--- src/rtl/fbreader_pkg.sv ---
// Shared constants, FSM state encoding and burst command payload for the
// dual-layer framebuffer reader (scheduler, M00_AXI master, testbench).
package fbreader_pkg;

  localparam int unsigned ADDR_W = 32;
  localparam int unsigned LINE_W = 9;
  localparam int unsigned IDX_W  = 3;
  localparam int unsigned LEN_W  = 8;

  localparam logic [ADDR_W-1:0] FB0_ADDR     = 32'h8100_0000;
  localparam logic [ADDR_W-1:0] FB1_ADDR     = 32'h8112_C000;
  localparam logic [ADDR_W-1:0] FB0_ALT_ADDR = 32'h8125_8000;
  localparam logic [ADDR_W-1:0] FB1_ALT_ADDR = 32'h8138_4000;
  localparam logic [ADDR_W-1:0] LINE_STRIDE  = 32'h0000_0A00;
  localparam logic [ADDR_W-1:0] BURST_BYTES  = 32'h0000_0200;

  localparam int unsigned BURSTS_PER_LINE = 5;
  localparam int unsigned LINES           = 480;

  localparam logic [LEN_W-1:0] VIDEO_LEN = 8'd63;
  localparam logic [LEN_W-1:0] AUDIO_LEN = 8'd15;

  typedef enum logic [2:0] {
    IDLE    = 3'd0,
    V_ISSUE = 3'd1,
    V_WAIT  = 3'd2,
    A_ISSUE = 3'd3,
    A_WAIT  = 3'd4
  } state_e;

  // Command attributes held alongside burst_addr until the handshake
  typedef struct packed {
    logic             is_audio;
    logic             layer;
    logic [IDX_W-1:0] index;
    logic [LEN_W-1:0] len;
  } burst_cmd_t;

  // Layer base address for the selected display bank
  function automatic logic [ADDR_W-1:0] base_addr(input logic layer, input logic bank);
    case ({bank, layer})
      2'b00:   return FB0_ADDR;
      2'b01:   return FB1_ADDR;
      2'b10:   return FB0_ALT_ADDR;
      default: return FB1_ALT_ADDR;
    endcase
  endfunction

endpackage

--- src/rtl/fb_line_fetch_scheduler_if.sv ---
// Burst command / completion bus between the line fetch scheduler (master)
// and the AXI burst engine (slave).
//   burst_valid/addr/len/layer/index/is_audio : command, held until ready
//   burst_ready : engine accepts the command
//   burst_done  : pulse when the rlast beat of the outstanding burst is taken
interface fb_line_fetch_scheduler_if;
  import fbreader_pkg::*;

  logic                 burst_valid;
  logic                 burst_ready;
  logic [ADDR_W-1:0]    burst_addr;
  logic [LEN_W-1:0]     burst_len;
  logic                 burst_layer;
  logic [IDX_W-1:0]     burst_index;
  logic                 burst_is_audio;
  logic                 burst_done;

  modport master (
    output burst_valid, burst_addr, burst_len, burst_layer, burst_index, burst_is_audio,
    input  burst_ready, burst_done
  );

  modport slave (
    input  burst_valid, burst_addr, burst_len, burst_layer, burst_index, burst_is_audio,
    output burst_ready, burst_done
  );

endinterface

--- src/rtl/fb_burst_addr_gen.sv ---
// Registered burst address: loads either the audio address or
// base(layer, bank) + line*0xA00 + index*0x200 when load is set, else holds.
//   clk, rst   : clock, synchronous active-high reset
//   load       : capture a new command address
//   sel_audio  : capture audio_addr instead of the video address
//   layer/bank/line/index : video burst coordinates
//   addr       : registered burst address
module fb_burst_addr_gen
  import fbreader_pkg::*;
(
  input  logic              clk,
  input  logic              rst,
  input  logic              load,
  input  logic              sel_audio,
  input  logic [ADDR_W-1:0] audio_addr,
  input  logic              layer,
  input  logic              bank,
  input  logic [LINE_W-1:0] line,
  input  logic [IDX_W-1:0]  index,
  output logic [ADDR_W-1:0] addr
);

  logic [ADDR_W-1:0] addr_q, addr_d;
  logic [ADDR_W-1:0] line_off, idx_off;

  // 0xA00 = 2^11 + 2^9, so the stride product is two shifted copies
  always_comb begin
    line_off = (ADDR_W'(line) << 11) + (ADDR_W'(line) << 9);
    idx_off  = ADDR_W'(index) << 9;
    addr_d   = addr_q;
    if (load) begin
      addr_d = sel_audio ? audio_addr : base_addr(layer, bank) + line_off + idx_off;
    end
  end

  always_ff @(posedge clk) begin
    if (rst) addr_q <= '0;
    else     addr_q <= addr_d;
  end

  assign addr = addr_q;

endmodule

--- src/rtl/fb_line_fetch_scheduler.sv ---
// Line fetch scheduler: per line request issues 5 FB0 then 5 FB1 video
// bursts, one outstanding at a time, interleaving at most one audio burst
// between consecutive video bursts; also manages the double-buffer bank flip.
//   m00_axi_aclk/areset : clock, synchronous active-high reset
//   line_req/line_num   : fetch request and line index
//   frame_start/flip_req: frame boundary and bank swap request
//   bus                 : burst command/completion bus (master side)
//   audio_req/addr/grant: audio fetcher request, address, grant pulse
//   line_busy/line_done : line in progress / completion pulse
//   cur_bank/flip_done  : displayed bank / swap-applied pulse
//   line_err            : sticky overrun or out-of-range line request
module fb_line_fetch_scheduler
  import fbreader_pkg::*;
(
  input  logic                        m00_axi_aclk,
  input  logic                        m00_axi_areset,
  input  logic                        line_req,
  input  logic [LINE_W-1:0]           line_num,
  input  logic                        frame_start,
  input  logic                        flip_req,
  fb_line_fetch_scheduler_if.master   bus,
  input  logic                        audio_req,
  input  logic [ADDR_W-1:0]           audio_addr,
  output logic                        audio_grant,
  output logic                        line_busy,
  output logic                        line_done,
  output logic                        cur_bank,
  output logic                        flip_done,
  output logic                        line_err
);

  state_e            state_q, state_d;
  logic [LINE_W-1:0] line_q, line_d;
  logic              line_bank_q, line_bank_d;
  logic              vid_layer_q, vid_layer_d;
  logic [IDX_W-1:0]  vid_index_q, vid_index_d;
  logic              line_busy_q, line_busy_d;
  logic              valid_q, valid_d;
  burst_cmd_t        cmd_q, cmd_d;
  logic              line_done_q, line_done_d;
  logic              audio_grant_q, audio_grant_d;
  logic              flip_done_q, flip_done_d;
  logic              cur_bank_q, cur_bank_d;
  logic              flip_pend_q, flip_pend_d;
  logic              line_err_q, line_err_d;

  logic accept, last_burst, issue_v, issue_a;
  logic [ADDR_W-1:0] burst_addr;

  // Next-state, command sequencing and bank flip control
  always_comb begin
    state_d       = state_q;
    line_d        = line_q;
    line_bank_d   = line_bank_q;
    vid_layer_d   = vid_layer_q;
    vid_index_d   = vid_index_q;
    line_busy_d   = line_busy_q;
    valid_d       = valid_q;
    cmd_d         = cmd_q;
    line_done_d   = 1'b0;
    audio_grant_d = 1'b0;
    flip_done_d   = 1'b0;
    cur_bank_d    = cur_bank_q;
    flip_pend_d   = flip_pend_q | flip_req;
    line_err_d    = line_err_q;
    issue_v       = 1'b0;
    issue_a       = 1'b0;

    accept     = line_req && !line_busy_q && (32'(line_num) < LINES);
    last_burst = vid_layer_q && (vid_index_q == IDX_W'(BURSTS_PER_LINE - 1));

    if (line_req && !accept) line_err_d = 1'b1;

    // Snapshot line and bank so a later flip cannot affect this line
    if (accept) begin
      line_d      = line_num;
      line_bank_d = cur_bank_q;
      line_busy_d = 1'b1;
      vid_layer_d = 1'b0;
      vid_index_d = '0;
    end

    case (state_q)
      IDLE: begin
        if (accept) begin
          state_d = V_ISSUE;
          issue_v = 1'b1;
        end else if (audio_req && !line_req) begin
          state_d = A_ISSUE;
          issue_a = 1'b1;
        end
      end
      V_ISSUE: begin
        if (bus.burst_ready) begin
          valid_d = 1'b0;
          state_d = V_WAIT;
        end
      end
      A_ISSUE: begin
        if (bus.burst_ready) begin
          valid_d       = 1'b0;
          audio_grant_d = 1'b1;
          state_d       = A_WAIT;
        end
      end
      V_WAIT: begin
        if (bus.burst_done) begin
          if (last_burst) begin
            line_done_d = 1'b1;
            line_busy_d = 1'b0;
            state_d     = IDLE;
          end else begin
            if (vid_index_q == IDX_W'(BURSTS_PER_LINE - 1)) begin
              vid_layer_d = 1'b1;
              vid_index_d = '0;
            end else begin
              vid_index_d = vid_index_q + IDX_W'(1);
            end
            // One audio slot per gap between video bursts
            if (audio_req) begin
              state_d = A_ISSUE;
              issue_a = 1'b1;
            end else begin
              state_d = V_ISSUE;
              issue_v = 1'b1;
            end
          end
        end
      end
      A_WAIT: begin
        if (bus.burst_done) begin
          if (line_busy_d) begin
            state_d = V_ISSUE;
            issue_v = 1'b1;
          end else begin
            state_d = IDLE;
          end
        end
      end
      default: state_d = IDLE;
    endcase

    if (issue_v) begin
      valid_d = 1'b1;
      cmd_d   = '{is_audio: 1'b0, layer: vid_layer_d, index: vid_index_d, len: VIDEO_LEN};
    end else if (issue_a) begin
      valid_d = 1'b1;
      cmd_d   = '{is_audio: 1'b1, layer: 1'b0, index: '0, len: AUDIO_LEN};
    end

    if (frame_start && (flip_pend_q || flip_req)) begin
      cur_bank_d  = ~cur_bank_q;
      flip_done_d = 1'b1;
      flip_pend_d = 1'b0;
    end
  end

  // State and output registers
  always_ff @(posedge m00_axi_aclk) begin
    if (m00_axi_areset) begin
      state_q       <= IDLE;
      line_q        <= '0;
      line_bank_q   <= 1'b0;
      vid_layer_q   <= 1'b0;
      vid_index_q   <= '0;
      line_busy_q   <= 1'b0;
      valid_q       <= 1'b0;
      cmd_q         <= '0;
      line_done_q   <= 1'b0;
      audio_grant_q <= 1'b0;
      flip_done_q   <= 1'b0;
      cur_bank_q    <= 1'b0;
      flip_pend_q   <= 1'b0;
      line_err_q    <= 1'b0;
    end else begin
      state_q       <= state_d;
      line_q        <= line_d;
      line_bank_q   <= line_bank_d;
      vid_layer_q   <= vid_layer_d;
      vid_index_q   <= vid_index_d;
      line_busy_q   <= line_busy_d;
      valid_q       <= valid_d;
      cmd_q         <= cmd_d;
      line_done_q   <= line_done_d;
      audio_grant_q <= audio_grant_d;
      flip_done_q   <= flip_done_d;
      cur_bank_q    <= cur_bank_d;
      flip_pend_q   <= flip_pend_d;
      line_err_q    <= line_err_d;
    end
  end

  fb_burst_addr_gen u_addr_gen (
    .clk        (m00_axi_aclk),
    .rst        (m00_axi_areset),
    .load       (issue_v | issue_a),
    .sel_audio  (issue_a),
    .audio_addr (audio_addr),
    .layer      (vid_layer_d),
    .bank       (line_bank_d),
    .line       (line_d),
    .index      (vid_index_d),
    .addr       (burst_addr)
  );

  assign bus.burst_valid    = valid_q;
  assign bus.burst_addr     = burst_addr;
  assign bus.burst_len      = cmd_q.len;
  assign bus.burst_layer    = cmd_q.layer;
  assign bus.burst_index    = cmd_q.index;
  assign bus.burst_is_audio = cmd_q.is_audio;
  assign audio_grant        = audio_grant_q;
  assign line_busy          = line_busy_q;
  assign line_done          = line_done_q;
  assign cur_bank           = cur_bank_q;
  assign flip_done          = flip_done_q;
  assign line_err           = line_err_q;

endmodule

--- src/flat_wrapper.sv ---
// flat-port wrapper written by rule: the top's interface ports become plain ports
module fb_line_fetch_scheduler_flat import fbreader_pkg::*;
  (m00_axi_aclk, m00_axi_areset, line_req, line_num, frame_start, flip_req, audio_req, audio_addr, audio_grant, line_busy, line_done, cur_bank, flip_done, line_err, bus_burst_valid, bus_burst_addr, bus_burst_len, bus_burst_layer, bus_burst_index, bus_burst_is_audio, bus_burst_ready, bus_burst_done);
  fb_line_fetch_scheduler_if bus_i ();
  input  logic m00_axi_aclk;
  input  logic m00_axi_areset;
  input  logic line_req;
  input  logic [LINE_W-1:0] line_num;
  input  logic frame_start;
  input  logic flip_req;
  input  logic audio_req;
  input  logic [ADDR_W-1:0] audio_addr;
  output logic audio_grant;
  output logic line_busy;
  output logic line_done;
  output logic cur_bank;
  output logic flip_done;
  output logic line_err;
  output wire logic [$bits(bus_i.burst_valid)-1:0] bus_burst_valid;
  output wire logic [$bits(bus_i.burst_addr)-1:0] bus_burst_addr;
  output wire logic [$bits(bus_i.burst_len)-1:0] bus_burst_len;
  output wire logic [$bits(bus_i.burst_layer)-1:0] bus_burst_layer;
  output wire logic [$bits(bus_i.burst_index)-1:0] bus_burst_index;
  output wire logic [$bits(bus_i.burst_is_audio)-1:0] bus_burst_is_audio;
  input wire logic [$bits(bus_i.burst_ready)-1:0] bus_burst_ready;
  input wire logic [$bits(bus_i.burst_done)-1:0] bus_burst_done;
  assign bus_burst_valid = bus_i.burst_valid;
  assign bus_burst_addr = bus_i.burst_addr;
  assign bus_burst_len = bus_i.burst_len;
  assign bus_burst_layer = bus_i.burst_layer;
  assign bus_burst_index = bus_i.burst_index;
  assign bus_burst_is_audio = bus_i.burst_is_audio;
  assign bus_i.burst_ready = bus_burst_ready;
  assign bus_i.burst_done = bus_burst_done;
  fb_line_fetch_scheduler u_core (.m00_axi_aclk(m00_axi_aclk), .m00_axi_areset(m00_axi_areset), .line_req(line_req), .line_num(line_num), .frame_start(frame_start), .flip_req(flip_req), .bus(bus_i), .audio_req(audio_req), .audio_addr(audio_addr), .audio_grant(audio_grant), .line_busy(line_busy), .line_done(line_done), .cur_bank(cur_bank), .flip_done(flip_done), .line_err(line_err));
endmodule
--- config.mk ---
export PLATFORM = sky130hd
export DESIGN_NAME = fb_line_fetch_scheduler_flat
export DESIGN_NICKNAME = d
export VERILOG_FILES = /design/src/rtl/fbreader_pkg.sv /design/src/rtl/fb_line_fetch_scheduler_if.sv /design/src/rtl/fb_burst_addr_gen.sv /design/src/rtl/fb_line_fetch_scheduler.sv /design/src/flat_wrapper.sv
export SDC_FILE = /design/constraint.sdc
export NUM_CORES = 1
export LEC_CHECK = 0
export CELL_PAD_IN_SITES_DETAIL_PLACEMENT = 0
export CELL_PAD_IN_SITES_GLOBAL_PLACEMENT = 1
export CORE_MARGIN = 2
export CORE_UTILIZATION = 37
export DETAILED_ROUTE_END_ITERATION = 7
export PLACE_DENSITY_LB_ADDON = 0.1
export REMOVE_ABC_BUFFERS = 1
export SYNTH_ARGS = -nofsm -noshare
export SYNTH_HDL_FRONTEND = slang
export SYNTH_HIERARCHICAL = 1
export SYNTH_SLANG_ARGS = --single-unit
--- constraint.sdc ---
create_clock -name m00_axi_aclk -period 6.1 [get_ports m00_axi_aclk]
set_input_delay 1.22 -clock m00_axi_aclk [delete_from_list [all_inputs] [get_ports m00_axi_aclk]]
set_output_delay 1.22 -clock m00_axi_aclk [all_outputs]
set_load 0.1 [all_outputs]
* Word-level counts from Yosys, hierarchy flattened
Index checks and enable logic that the tools add are counted.
** Operators by class
- $add $sub $neg :: 4
- $lt $le $gt $ge :: 1
- Equal/unequal tests :: 12
- Muxes and demuxes :: 51
- Bitwise logic cells :: 6
- Reductions and logical operators :: 22
** Operator list (number)
- 22-bit one-hot mux with 3 select lines :: 1
- 32-bit two-way mux :: 2
- 3-bit two-way mux :: 12
- 32-bit by 12-bit adder with 32-bit output :: 1
- 32-bit by 21-bit adder with 32-bit output :: 1
- 1-bit two-way mux :: 29
- 12-bit two-way mux :: 2
- 20-bit by 18-bit adder with 21-bit output :: 1
- 3-bit one-hot mux with 5 select lines :: 1
- 9-bit less-than comparator (second input constant) :: 1
- 9-bit two-way mux :: 1
- 2-bit != test (second input constant) :: 4
- 2-bit OR reduction :: 4
- 3-bit by 2-bit == test with 1-bit output (second input constant) :: 2
- 3-bit == test (second input constant) :: 2
- 1-bit logical AND :: 6
- 3-bit nonzero test :: 2
- 5-bit AND reduction :: 1
- 1-bit inverter :: 4
- 3-bit by 1-bit adder with 3-bit output (second input constant) :: 1
- 3-bit by 1-bit == test with 1-bit output (second input constant) :: 1
- 1-bit logical NOT :: 3
- 3-bit logical NOT :: 1
- 3-bit by 1-bit != test with 1-bit output (second input constant) :: 1
- 11 further kinds :: 12
** Word-level totals
- Flip-flop bits (word level) :: 68
- Bits of input ports :: 49
- Output and inout bits :: 52

* Longest topological paths before layout
Gate-level depths: netlist of run 1.
- Word-level depth :: 14
- Mapped depth :: 17
- Gate-level depth less buffers :: 17

* By module
The synthesis of run 1 kept the hierarchy.
** By module, submodules not included
- fb_burst_addr_gen :: times used 1, cells an instance 223, area an instance 1980.6 µm²
- fb_line_fetch_scheduler :: times used 1, cells an instance 174, area an instance 1433.9 µm²

* Least setup slack after synthesis of run 1
No wires, ideal clock.
- Kind :: input-to-reg
- Start :: input port line_num[6]
- End :: register u_core.u_addr_gen.addr_q[21], in the netlist u_core/u_addr_gen/addr[21]
- Library setup time :: 0.079 ns
- Data arrival time :: 4.393 ns
- Required time :: 6.021 ns
- Setup slack :: 1.627 ns
- Cell stages on the path :: 16
- Cell sequence :: and4_1 or2_2 clkbuf_1 a21oi_1 inv_1 ha_1 nor2_1 fa_1 inv_1 ha_1 a21o_2 a211o_1 nand2_1 a31oi_1 xor2_1 a211oi_2
** Between the ends
- Cells in the longest elaborated chain, start to end :: 13
- Elaborated cells between the ends (all ways) :: 30
** RTL lines
- start, declared :: RTL line flat_wrapper.sv:8 : input logic [LINE_W-1:0] line_num;
- 9-bit less-than comparator * :: RTL line fb_line_fetch_scheduler.sv:69 : accept = line_req && !line_busy_q && (32'(line_num) < LINES);
- 1-bit logical AND * :: RTL line fb_line_fetch_scheduler.sv:69
- 1-bit two-way mux * :: RTL line fb_line_fetch_scheduler.sv:75 : if (accept) begin
- 1-bit two-way mux :: RTL line fb_line_fetch_scheduler.sv:113 : if (vid_index_q == IDX_W'(BURSTS_PER_LINE - 1)) begin
- 1-bit two-way mux :: RTL line fb_line_fetch_scheduler.sv:108 : if (last_burst) begin
- 1-bit two-way mux :: RTL line fb_line_fetch_scheduler.sv:107 : if (bus.burst_done) begin
- 1-bit two-way mux * :: RTL line fb_line_fetch_scheduler.sv:83 : case (state_q)
- via u_core.vid_layer_d :: RTL line fb_line_fetch_scheduler.sv:35 : logic vid_layer_q, vid_layer_d;
- 2-bit == test (tied with other cells) :: RTL line fbreader_pkg.sv:41 : case ({bank, layer})
- 22-bit one-hot mux with 3 select lines * :: RTL line fbreader_pkg.sv:41
- 32-bit two-way mux * :: RTL line fb_burst_addr_gen.sv:31 : if (load) begin
- 32-bit by 21-bit adder with 32-bit output * :: RTL line fb_burst_addr_gen.sv:32 : addr_d = sel_audio ? audio_addr : base_addr(layer, bank) + line_off + idx_off;
- 32-bit by 12-bit adder with 32-bit output * :: RTL line fb_burst_addr_gen.sv:32
- 32-bit two-way mux * :: RTL line fb_burst_addr_gen.sv:32
- end signal, assigned :: RTL line fb_burst_addr_gen.sv:38 : else addr_q <= addr_d;
- end, declared :: RTL line fb_burst_addr_gen.sv:23 : logic [ADDR_W-1:0] addr_q, addr_d;
Mark *: on every way through the listed nets, which the timed path passes. The rest lies on a longest branch. The select of a mux whose other input is x is not followed.
A chain may end at the register's enable or synchronous reset.

* Worst setup path after layout of run 1
- Start :: input port line_req
- End :: register u_core.u_addr_gen.addr_q[19], in the netlist u_core/u_addr_gen/addr[19]
** Between the ends
- Cells in the longest elaborated chain, start to end :: 13
- Elaborated cells between the ends (all ways) :: 33
** RTL lines
- start, declared :: RTL line flat_wrapper.sv:7 : input logic line_req;
- 1-bit logical AND * (2 in series) :: RTL line fb_line_fetch_scheduler.sv:69
- 1-bit two-way mux * :: RTL line fb_line_fetch_scheduler.sv:75
- 1-bit two-way mux :: RTL line fb_line_fetch_scheduler.sv:113
- 1-bit two-way mux :: RTL line fb_line_fetch_scheduler.sv:108
- 1-bit two-way mux :: RTL line fb_line_fetch_scheduler.sv:107
- 1-bit two-way mux * :: RTL line fb_line_fetch_scheduler.sv:83
- via u_core.vid_layer_d :: RTL line fb_line_fetch_scheduler.sv:35
- 2-bit == test (tied with other cells) :: RTL line fbreader_pkg.sv:41
- 22-bit one-hot mux with 3 select lines * :: RTL line fbreader_pkg.sv:41
- 32-bit two-way mux * :: RTL line fb_burst_addr_gen.sv:31
- 32-bit by 21-bit adder with 32-bit output * :: RTL line fb_burst_addr_gen.sv:32
- 32-bit by 12-bit adder with 32-bit output * :: RTL line fb_burst_addr_gen.sv:32
- 32-bit two-way mux * :: RTL line fb_burst_addr_gen.sv:32
Marked as above.

==> results of run 1 <==
-- routing by layer --
layer | global-route usage | up-vias
met5 | 0 | -
met3 | 0.0355 | 12
li1 | - | 1530
met1 | 0.223 | 1398
met4 | 0.0738 | 0
met2 | 0.285 | 72
-- power breakdown --
part | total, mW | leakage, nW | switching (mW) | internal [mW]
registers | 0.476 | 0.523 | 0.0219 | 0.454
clock network | 0.366 | 0.0973 | 0.160 | 0.206
logic | 0.569 | 1.26 | 0.399 | 0.171
total | 1.41 | 1.89 | 0.581 | 0.830
-- layout make-up --
class	count	area (um2)
multi-input cells	280	1860
well taps	111	139
clock inverters	3	42.5
flip-flops and latches	64	1280
fillers	913	4520
inverters	25	93.8
repair buffers	103	1010
clock buffers	11	151
-- registers in the layout, indices dropped and copies added (netlist names), 2 cells and up --
register,flops
u_core/state_q,3
u_core/u_addr_gen/addr,32
u_core/vid_index_q,3
u_core/bus.burst_index,3
u_core/bus.burst_len,2
u_core/line_q,9
-- cell usage after synthesis, types with 8 or more instances --
library cell / number
buf_4: 8
clkbuf_1: 12
a21oi_1: 22
inv_1: 25
nor2_1: 48
nor2b_1: 14
ha_1: 22
a22oi_1: 17
nand2_1: 42
a211oi_1: 9
o22ai_1: 8
dfxtp_1: 64
-- worst max path at each step --
stage	from	slack, ps	cells past startpoint	endpoint
2_1_floorplan	line_num[6]	1750	15	u_core/u_addr_gen/addr[21]
3_3_place_gp	line_req	1030	16	u_core/u_addr_gen/addr[20]
3_5_place_dp	line_req	850	15	u_core/u_addr_gen/addr[19]
4_1_cts	line_req	1210	15	u_core/u_addr_gen/addr[19]
5_1_grt	line_req	920	16	u_core/u_addr_gen/addr[20]
6_report	line_req	1200	15	u_core/u_addr_gen/addr[19]
-- cells by family after synthesis --
family | after synthesis | synth area share
AND/OR/NAND/NOR | 141 | 0.195
AO/OA/AOI/OAI | 94 | 0.192
XOR/XNOR | 10 | 0.0257
multiplexers | 5 | 0.0147
other | 1 | 0.00110
adder cells (fa/ha/maj) | 28 | 0.116
buffers and inverters | 54 | 0.0802
flip-flops | 64 | 0.375
-- worst register-to-register path: cells and delay by family, from the launching register on --
kind | cells | cell delay [ps]
fa+ha+maj | 3 | 1030
buf+inv | 2 | 190
flops | 1 | 340
compound gates | 5 | 1270
xor+xnor | 1 | 90
simple gates | 3 | 880
==> results_dict.tcl, run 1 <==
set metrics [dict create \
    maxSlewViolCount 0 \
    clkTransAtPathRegs_ps 70 \
    clock-sinks 64 \
    drc 0 \
    cts_tree "done" \
    yosysTopAreaCell "dfxtp_1" \
    vias 3012 \
    reg2reg_to "u_core/u_addr_gen/addr[19]" \
    routed.top_layer "met4" \
    dp_slack_ps 854 \
    firstDrtPassIters 4 \
    start_util 0.375 \
    dp_hpwl_um 6100 \
    synth_cells 397 \
    synth.distinct_cells 56 \
    total_power_mw 1.41 \
    wl_per_cell_um 13.9 \
    yosysSeqAreaShare 0.375 \
    cp_top_family "compound AO/OA/AOI/OAI gates" \
    die-area_um2 10000 \
    finalSetupViolCount 0 \
    drive_gt1_frac 0.0741 \
    synth_edf_count 0 \
    die_h_um 100 \
    numCtsBuffers 9 \
    reg2reg_from "u_core/line_busy" \
    area_delta_synth_final_pct 34.3 \
    synthTopCellsByArea "dfxtp_1 38%, ha_1 8.1%, nor2_1 5.3%, nand2_1 4.6%, a22oi_1 3.7%" \
    cts_resized 0 \
    finClkSkew_ps 12.5 \
    drt-initial-drc-count 91 \
    layout.cells.non_filler 597 \
    max_freq_ghz 0.204 \
    cts_setup_buffers 0 \
    antenna_found_initial 0 \
    grt-ovfl-total 0 \
    endpoint_kind "register" \
    clkLatencyLatePin_ps 340 \
    hold_viol 0 \
    syn_avg_cell_area_um2 8.60 \
    grt_pass1_vias 2931 \
    rrSetupSlack_ps 2190 \
    critPathKind "in -> reg" \
    crit_required_ps 6340 \
    status "finished clean" \
    met1_length_um 4010 \
    hp-class "reg -> reg" \
    wl_um 8310 \
    period_minus_slack_ps 4900 \
    cts_max_path_buffers 2 \
    worst_pin_slew_ps 995 \
    fp.coreArea_um2 9110 \
    io_pins 101 \
    critPathSlowestCell "clkdlybuf4s50_1" \
    hold_depth 2 \
    cp-start-kind "primary input" \
    grt_util_all_layers 0.174 \
    route.met3.wl_um 360 \
    rsz0062_at_grt "no" \
    finalCritPeriodShare 0.804 \
    leakage_nw 1.89 \
    synth_seq_cells 64 \
    critPathMaxStageDelay_ps 520 \
    min-delay-start "u_core/bus.burst_index[0]" \
    async_reset_ff_frac 0 \
    num_antenna_cells 0 \
    cts_hold_buf 0 \
    chipWidth_um 100 \
    synth_top_area_frac 0.375 \
    dp_cells 583 \
    path_buf_inv 3 \
    tns_ps 0 \
    viasPerCell 5.05 \
    yosys_warnings 6 \
    holdWs_ps 472 \
    root_buffer "clkbuf_8" \
    timing.slew.headroom 0.335 \
    path_max_fanout 12 \
    holdPathEnd "u_core/bus.burst_index[0]" \
    fin_util 0.503 \
    htreeDepth 3 \
    layout_commonest_cell "clkdlybuf4s50_1" \
    grt_pass1_wl_um 13800 \
    nets 560 \
    syn_area_um2 3410 \
    port_buffers 98 \
    r2r_cells 14 \
    layout_common_cells "97 x clkdlybuf4s50_1, 64 x dfxtp_1, 48 x nor2_1" \
    antenna_left 0 \
    route.met2.wl_um 3810 \
    drv_cap 0 \
    place_area_um2 4390 \
    path_cells "clkdlybuf4s50_1 > nand2b_1 > or2_2 > a21oi_1 > inv_1 > ha_1 > nor2_1 > fa_1 > inv_1 > ha_1 > a21o_2 > a211o_1 > a31oi_1 > xor2_1 > a211oi_1" \
    finish.instance_area_um2 4580 \
    irDropWorstVdd_mv 0.120 \
    grt_start_max_net_pins 66 \
    worstPathArrival_ps 5140 \
    synth_flop_cell "dfxtp_1" \
    setup_ws_ps 1200 \
    powerDensity_nw_per_um2 308 \
    globalplace.congestion 0.733 \
    rows 35 \
]
Note: power is estimated with default switching activity, not from simulation.
==> run 2, diff against run 1 <==
--- a/config.mk
+++ b/config.mk
@@ -8,7 +8,7 @@
 export CELL_PAD_IN_SITES_DETAIL_PLACEMENT = 0
 export CELL_PAD_IN_SITES_GLOBAL_PLACEMENT = 1
 export CORE_MARGIN = 2
-export CORE_UTILIZATION = 37
+export CORE_UTILIZATION = 31
 export DETAILED_ROUTE_END_ITERATION = 7
 export PLACE_DENSITY_LB_ADDON = 0.1
 export REMOVE_ABC_BUFFERS = 1
==> constraint.sdc (replaced) <==
create_clock -name m00_axi_aclk -period 3.97 [get_ports m00_axi_aclk]
set_input_delay 0.794 -clock m00_axi_aclk [delete_from_list [all_inputs] [get_ports m00_axi_aclk]]
set_output_delay 0.794 -clock m00_axi_aclk [all_outputs]
set_load 0.1 [all_outputs]
==> run 2 against run 1 <==
  * Die area grew 19%
  * Worst setup slack lost 1000 ps
  * Register-to-register slack lost 1800 ps
  * Total power grew 67%
  * Global-route usage shrank 1.6 points
  * Count of clock-buffer cells in the layout is the same
  * Utilization shrank 2.5 points
  * Largest cell class unchanged
==> results_dict.tcl, run 2 (synthesis gave the netlist of run 1 again) <==
set metrics [dict create \
    status "finished clean" \
    io_pins 101 \
    grt-ovfl-total 0 \
    critPathKind "in -> reg" \
    firstDrtPassIters 4 \
    drv_cap 0 \
    antenna_found_initial 0 \
    timing.slew.headroom 0.331 \
    place_area_um2 4760 \
    cts_max_path_buffers 2 \
    drive_gt1_frac 0.197 \
    nets 609 \
    critPathMaxStageDelay_ps 480 \
    vias 3179 \
    endpoint_kind "register" \
    wl_per_cell_um 13.4 \
    layout_common_cells "92 x clkdlybuf4s50_1, 64 x dfxtp_1, 52 x buf_4" \
    cp-start-kind "primary input" \
    antenna_left 0 \
    wl_um 9090 \
    htreeDepth 3 \
    rsz0062_at_grt "no" \
    num_antenna_cells 0 \
    maxSlewViolCount 0 \
    tns_ps 0 \
    crit_required_ps 4160 \
    clkLatencyLatePin_ps 340 \
    leakage_nw 2.19 \
    viasPerCell 4.70 \
    die-area_um2 11900 \
    path_max_fanout 7 \
    cpMostUsedCell "nand2_1" \
    cts_tree "done" \
    clkTransAtPathRegs_ps 70 \
    drt-initial-drc-count 111 \
    powerDensity_nw_per_um2 458 \
    finalCritPeriodShare 0.958 \
    period_minus_slack_ps 3800 \
    numCtsBuffers 9 \
    grt_util_all_layers 0.158 \
    regArea_um2 1280 \
    grt_pass1_vias 3106 \
    cp_top_family "adder cells" \
    grt_start_max_net_pins 49 \
    root_buffer "clkbuf_8" \
    largest_register_ffs 32 \
    path_cells "clkdlybuf4s50_1 > nand2b_1 > or2_4 > buf_6 > nand2_1 > nand2_2 > buf_4 > ha_2 > inv_1 > fa_2 > ha_4 > a21o_1 > a211o_1 > nand2_1 > a31oi_1 > xor2_1 > a211oi_2" \
    rows 38 \
    worst_pin_slew_ps 1000 \
    chipWidth_um 109 \
    path_buf_inv 4 \
    drc 0 \
    finish.instance_area_um2 5160 \
    hp-class "reg -> reg" \
    hold_viol 0 \
    grt_pass1_wl_um 14700 \
    start_util 0.316 \
    dp_hpwl_um 6700 \
    worstPathArrival_ps 3990 \
    irDropWorstVdd_mv 0.205 \
    finClkSkew_ps 7.27 \
    die_h_um 109 \
    num-fill-cells 1097 \
    finalSetupViolCount 0 \
    area_delta_synth_final_pct 51.0 \
    max_freq_ghz 0.263 \
    fp.coreArea_um2 10800 \
    port_buffers 98 \
    clock-sinks 64 \
    layout_commonest_cell "clkdlybuf4s50_1" \
    multi_input_area_um2 1980 \
    critPathSlowestCell "clkdlybuf4s50_1" \
    globalplace.congestion 0.813 \
]
## run 2: changes by cell type in the layout (fill, tap and decap cells not counted), moves of 3 or more
| cell | change |
|---|---|
| ha_1 | -5 |
| ha_4 | +3 |
| clkdlybuf4s50_1 | -5 |
| buf_4 | +47 |
| dlymetal6s2s_1 | +5 |
## run 2: area by class of cell
| cell class | instances | share of cell area |
|---|---|---|
| multi-input cells | 280 | 0.383 |
| inverters | 25 | 0.0182 |
| repair buffers | 152 | 0.273 |
| clock buffers | 11 | 0.0274 |
| flip-flops and latches | 64 | 0.248 |
| clock inverters | 5 | 0.0155 |
| well taps | 140 | 0.0340 |
## run 2: final timing paths
kind	start	slack, ps	endpoint	cells after the start
worst max register to register	u_core/vid_index_q[0]	430	u_core/u_addr_gen/addr[21]	14
worst max-delay path	line_req	170	u_core/u_addr_gen/addr[21]	17
worst min register to register	u_core/bus.burst_index[1]	470	u_core/bus.burst_index[1]	2
worst min-delay path	u_core/bus.burst_index[1]	470	u_core/bus.burst_index[1]	2
## run 2: tightest hold or removal path: cells and delay by family (launching register included)
kind | cells | cell delay, ps
AOI/OAI and AO/OA | 1 | 60
and+or+nand+nor | 1 | 60
DFF | 1 | 310
## run 2: per-stage QoR
step	util	worst slack (ps)	std cells	hold WS [ps]	total power [mW]
floorplan	-	13.6	369	488	1.38
global placement	0.441	-398	656	458	1.70
detailed placement	0.441	-463	656	466	1.70
CTS	0.465	7.26	672	476	2.35
global route	0.478	21.5	677	499	2.49
finish	0.478	166	677	475	2.36
## run 2: timing repair
item | CTS | global route
hold buffers | 0 | 0
pin swaps | 0 | 21
setup endpoints to repair | 5 | 8
setup buffers | 0 | 5
gates resized for setup | 8 | 21
endpoints found under the hold margin | 0 | 0
## run 2: where the power goes
part | internal, mW | switching, mW | total [mW]
Clock | 0.370 | 0.261 | 0.631
Combinational | 0.354 | 0.645 | 0.999
Sequential | 0.697 | 0.0344 | 0.731
## run 2: metal layers
layer,GRT usage,vias to the layer above,part of all wire
met3,0.0418,6,0.052
met2,0.268,64,0.47
li1,-,1626,-
met1,0.197,1483,0.47
met4,0.0421,0,0.0092
met5,0,-,0
==> run 3, diff against run 2 <==
--- a/config.mk
+++ b/config.mk
@@ -10,6 +10,7 @@
 export CORE_MARGIN = 2
 export CORE_UTILIZATION = 31
 export DETAILED_ROUTE_END_ITERATION = 7
+export GPL_TIMING_DRIVEN = 0
 export PLACE_DENSITY_LB_ADDON = 0.1
 export REMOVE_ABC_BUFFERS = 1
 export SYNTH_ARGS = -nofsm -noshare
==> run 3 against run 2 <==
  * Sequential share of layout area up 1.1 points
  * Final area down 4.4%
  * Total power about the same
  * Clock power up 13%
  * Highest routed layer unchanged
==> results_dict.tcl, run 3 (synthesis gave the netlist of run 1 again) <==
set metrics [dict create \
    cts_tree "done" \
    reg2reg_to "u_core/u_addr_gen/addr[21]" \
    cts_hold_buf 0 \
    leakage_nw 1.96 \
    io_pins 101 \
    hold_viol 0 \
    reg2reg_from "u_core/vid_index_q[0]" \
    num_antenna_cells 0 \
    critPathKind "in -> reg" \
    finalSetupViolCount 0 \
    antenna_left 0 \
    drc 0 \
    root_buffer "clkbuf_8" \
    powerDensity_nw_per_um2 479 \
    clkTransAtPathRegs_ps 80 \
    numCtsBuffers 9 \
    cp-start-kind "primary input" \
    irDropWorstVdd_mv 0.217 \
    holdWs_ps 475 \
    largest_register_ffs 32 \
    period_minus_slack_ps 3880 \
    fp.coreArea_um2 10800 \
    hp-class "reg -> reg" \
    layout.cells.non_filler 636 \
    finish.instance_area_um2 4930 \
    worstPathArrival_ps 4140 \
    cts_max_path_buffers 2 \
    die_h_um 109 \
    power_frac_seq 0.309 \
    grt_pass1_vias 2899 \
    drv_cap 0 \
    layout_common_cells "96 x clkdlybuf4s50_1, 64 x dfxtp_1, 46 x nor2_1" \
    r2r_cells 14 \
    timing.slew.headroom 0.333 \
    crit_required_ps 4230 \
    status "finished clean" \
    p_sw_frac 0.399 \
    dp_hpwl_um 6140 \
    layout_commonest_cell "clkdlybuf4s50_1" \
    antenna_found_initial 0 \
    holdPathEnd "u_core/bus.burst_layer" \
    clockPowerShare 0.302 \
    rows 38 \
    clkLatencyLatePin_ps 340 \
    path_max_fanout 5 \
    globalplace.congestion 0.779 \
    wl_per_cell_um 13.8 \
    min-delay-start "u_core/bus.burst_layer" \
    pwr-share-comb 0.389 \
    grt_util_all_layers 0.154 \
    hold_depth 2 \
    rrSetupSlack_ps 490 \
    drive_gt1_frac 0.151 \
    vias 3034 \
    endpoint_kind "register" \
    finalCritPeriodShare 0.976 \
    drt-initial-drc-count 129 \
    area_delta_synth_final_pct 44.4 \
    clock-sinks 64 \
    start_util 0.316 \
    regArea_um2 1280 \
    grt_start_max_net_pins 47 \
    wl_um 8810 \
    grt-ovfl-total 0 \
    p_switching_mw 0.943 \
    port_buffers 98 \
    nets 568 \
    viasPerCell 4.77 \
    grt_pass1_wl_um 14200 \
    maxSlewViolCount 0 \
    chipWidth_um 109 \
    max_freq_ghz 0.258 \
    p_int_mw 1.42 \
    worst_pin_slew_ps 997 \
    finClkSkew_ps 12.5 \
    die-area_um2 11900 \
    multi_input_area_um2 2030 \
    place_area_um2 4410 \
    dp_cells 608 \
    num-fill-cells 1126 \
    htreeDepth 3 \
    firstDrtPassIters 4 \
]
## run 3: changes by cell type in the layout (fill, tap and decap cells not counted), sizes merged, moves of 2 or more
cell and delta:
buf -42, dlymetal6s2s -5, clkdlybuf4s50 +4, clkinvlp +2
## run 3: power groups by stage
stage | logic [mW] | registers (mW) | clock network, mW
2_1_floorplan | 0.282 | 1.10 | 0
5_1_grt | 0.986 | 0.738 | 0.767
3_5_place_dp | 0.873 | 0.746 | 0
4_1_cts | 0.895 | 0.731 | 0.742
6_report | 0.920 | 0.731 | 0.712
3_3_place_gp | 0.871 | 0.745 | 0
## run 3: critical path: stages
cell	delay, ps
clkdlybuf4s50_1	510
nand4bb_1	160
buf_4	180
nor3_4	150
a21oi_4	60
inv_2	100
inv_1	50
ha_1	260
fa_1	560
ha_2	310
a21o_1	190
a211o_1	260
nand2_1	70
a31oi_1	90
xor2_1	180
a211oi_2	210
## run 3: layout make-up
cell class              count  area share
clock buffers              10      0.0279
clock inverters             6      0.0234
inverters                  25      0.0206
multi-input cells         280       0.412
flip-flops and latches     64       0.260
well taps                 140      0.0355
repair buffers            110       0.219
repair inverters            1     0.00102
## run 3: worst max-delay path by stage
stage / from / to / slack, ps / depth (start not counted)
final: bus_burst_done / u_core/u_addr_gen/addr[21] / 90 / 16
after detailed placement: line_req / u_core/u_addr_gen/addr[20] / -1040 / 16
after global routing: bus_burst_done / u_core/u_addr_gen/addr[21] / -40 / 16
after global placement: line_req / u_core/u_addr_gen/addr[22] / -1170 / 9
after CTS: line_num[6] / u_core/u_addr_gen/addr[20] / -9 / 16
after floorplan: u_core/line_busy / u_core/u_addr_gen/addr[21] / 10 / 15
## run 3: through the flow
stage | power, mW | utilization | setup TNS (ps) | setup slack (ps)
floorplan | 1.38 | - | 0 | 13.6
global route | 2.49 | 0.457 | -37.7 | -36.0
detailed placement | 1.62 | 0.409 | -21870 | -1040
global placement | 1.62 | 0.407 | -24430 | -1170
CTS | 2.37 | 0.443 | -8.67 | -8.67
finish | 2.36 | 0.457 | 0 | 93.4
## run 3: timing repair
item	in CTS	in global routing
resized for setup	20	21
pin swaps	4	11
setup buffers	5	6
endpoints found under the setup margin	26	16
gates cloned	1	0
## run 3: metal layers
metal | share of wire | track usage | wire length (um) | up-vias
met5 | 0 | 0 | 0 | -
met4 | 0.0091 | 0.0467 | 80 | 0
met3 | 0.053 | 0.0430 | 468 | 6
met2 | 0.47 | 0.256 | 4180 | 73
met1 | 0.46 | 0.192 | 4080 | 1407
li1 | - | - | - | 1548
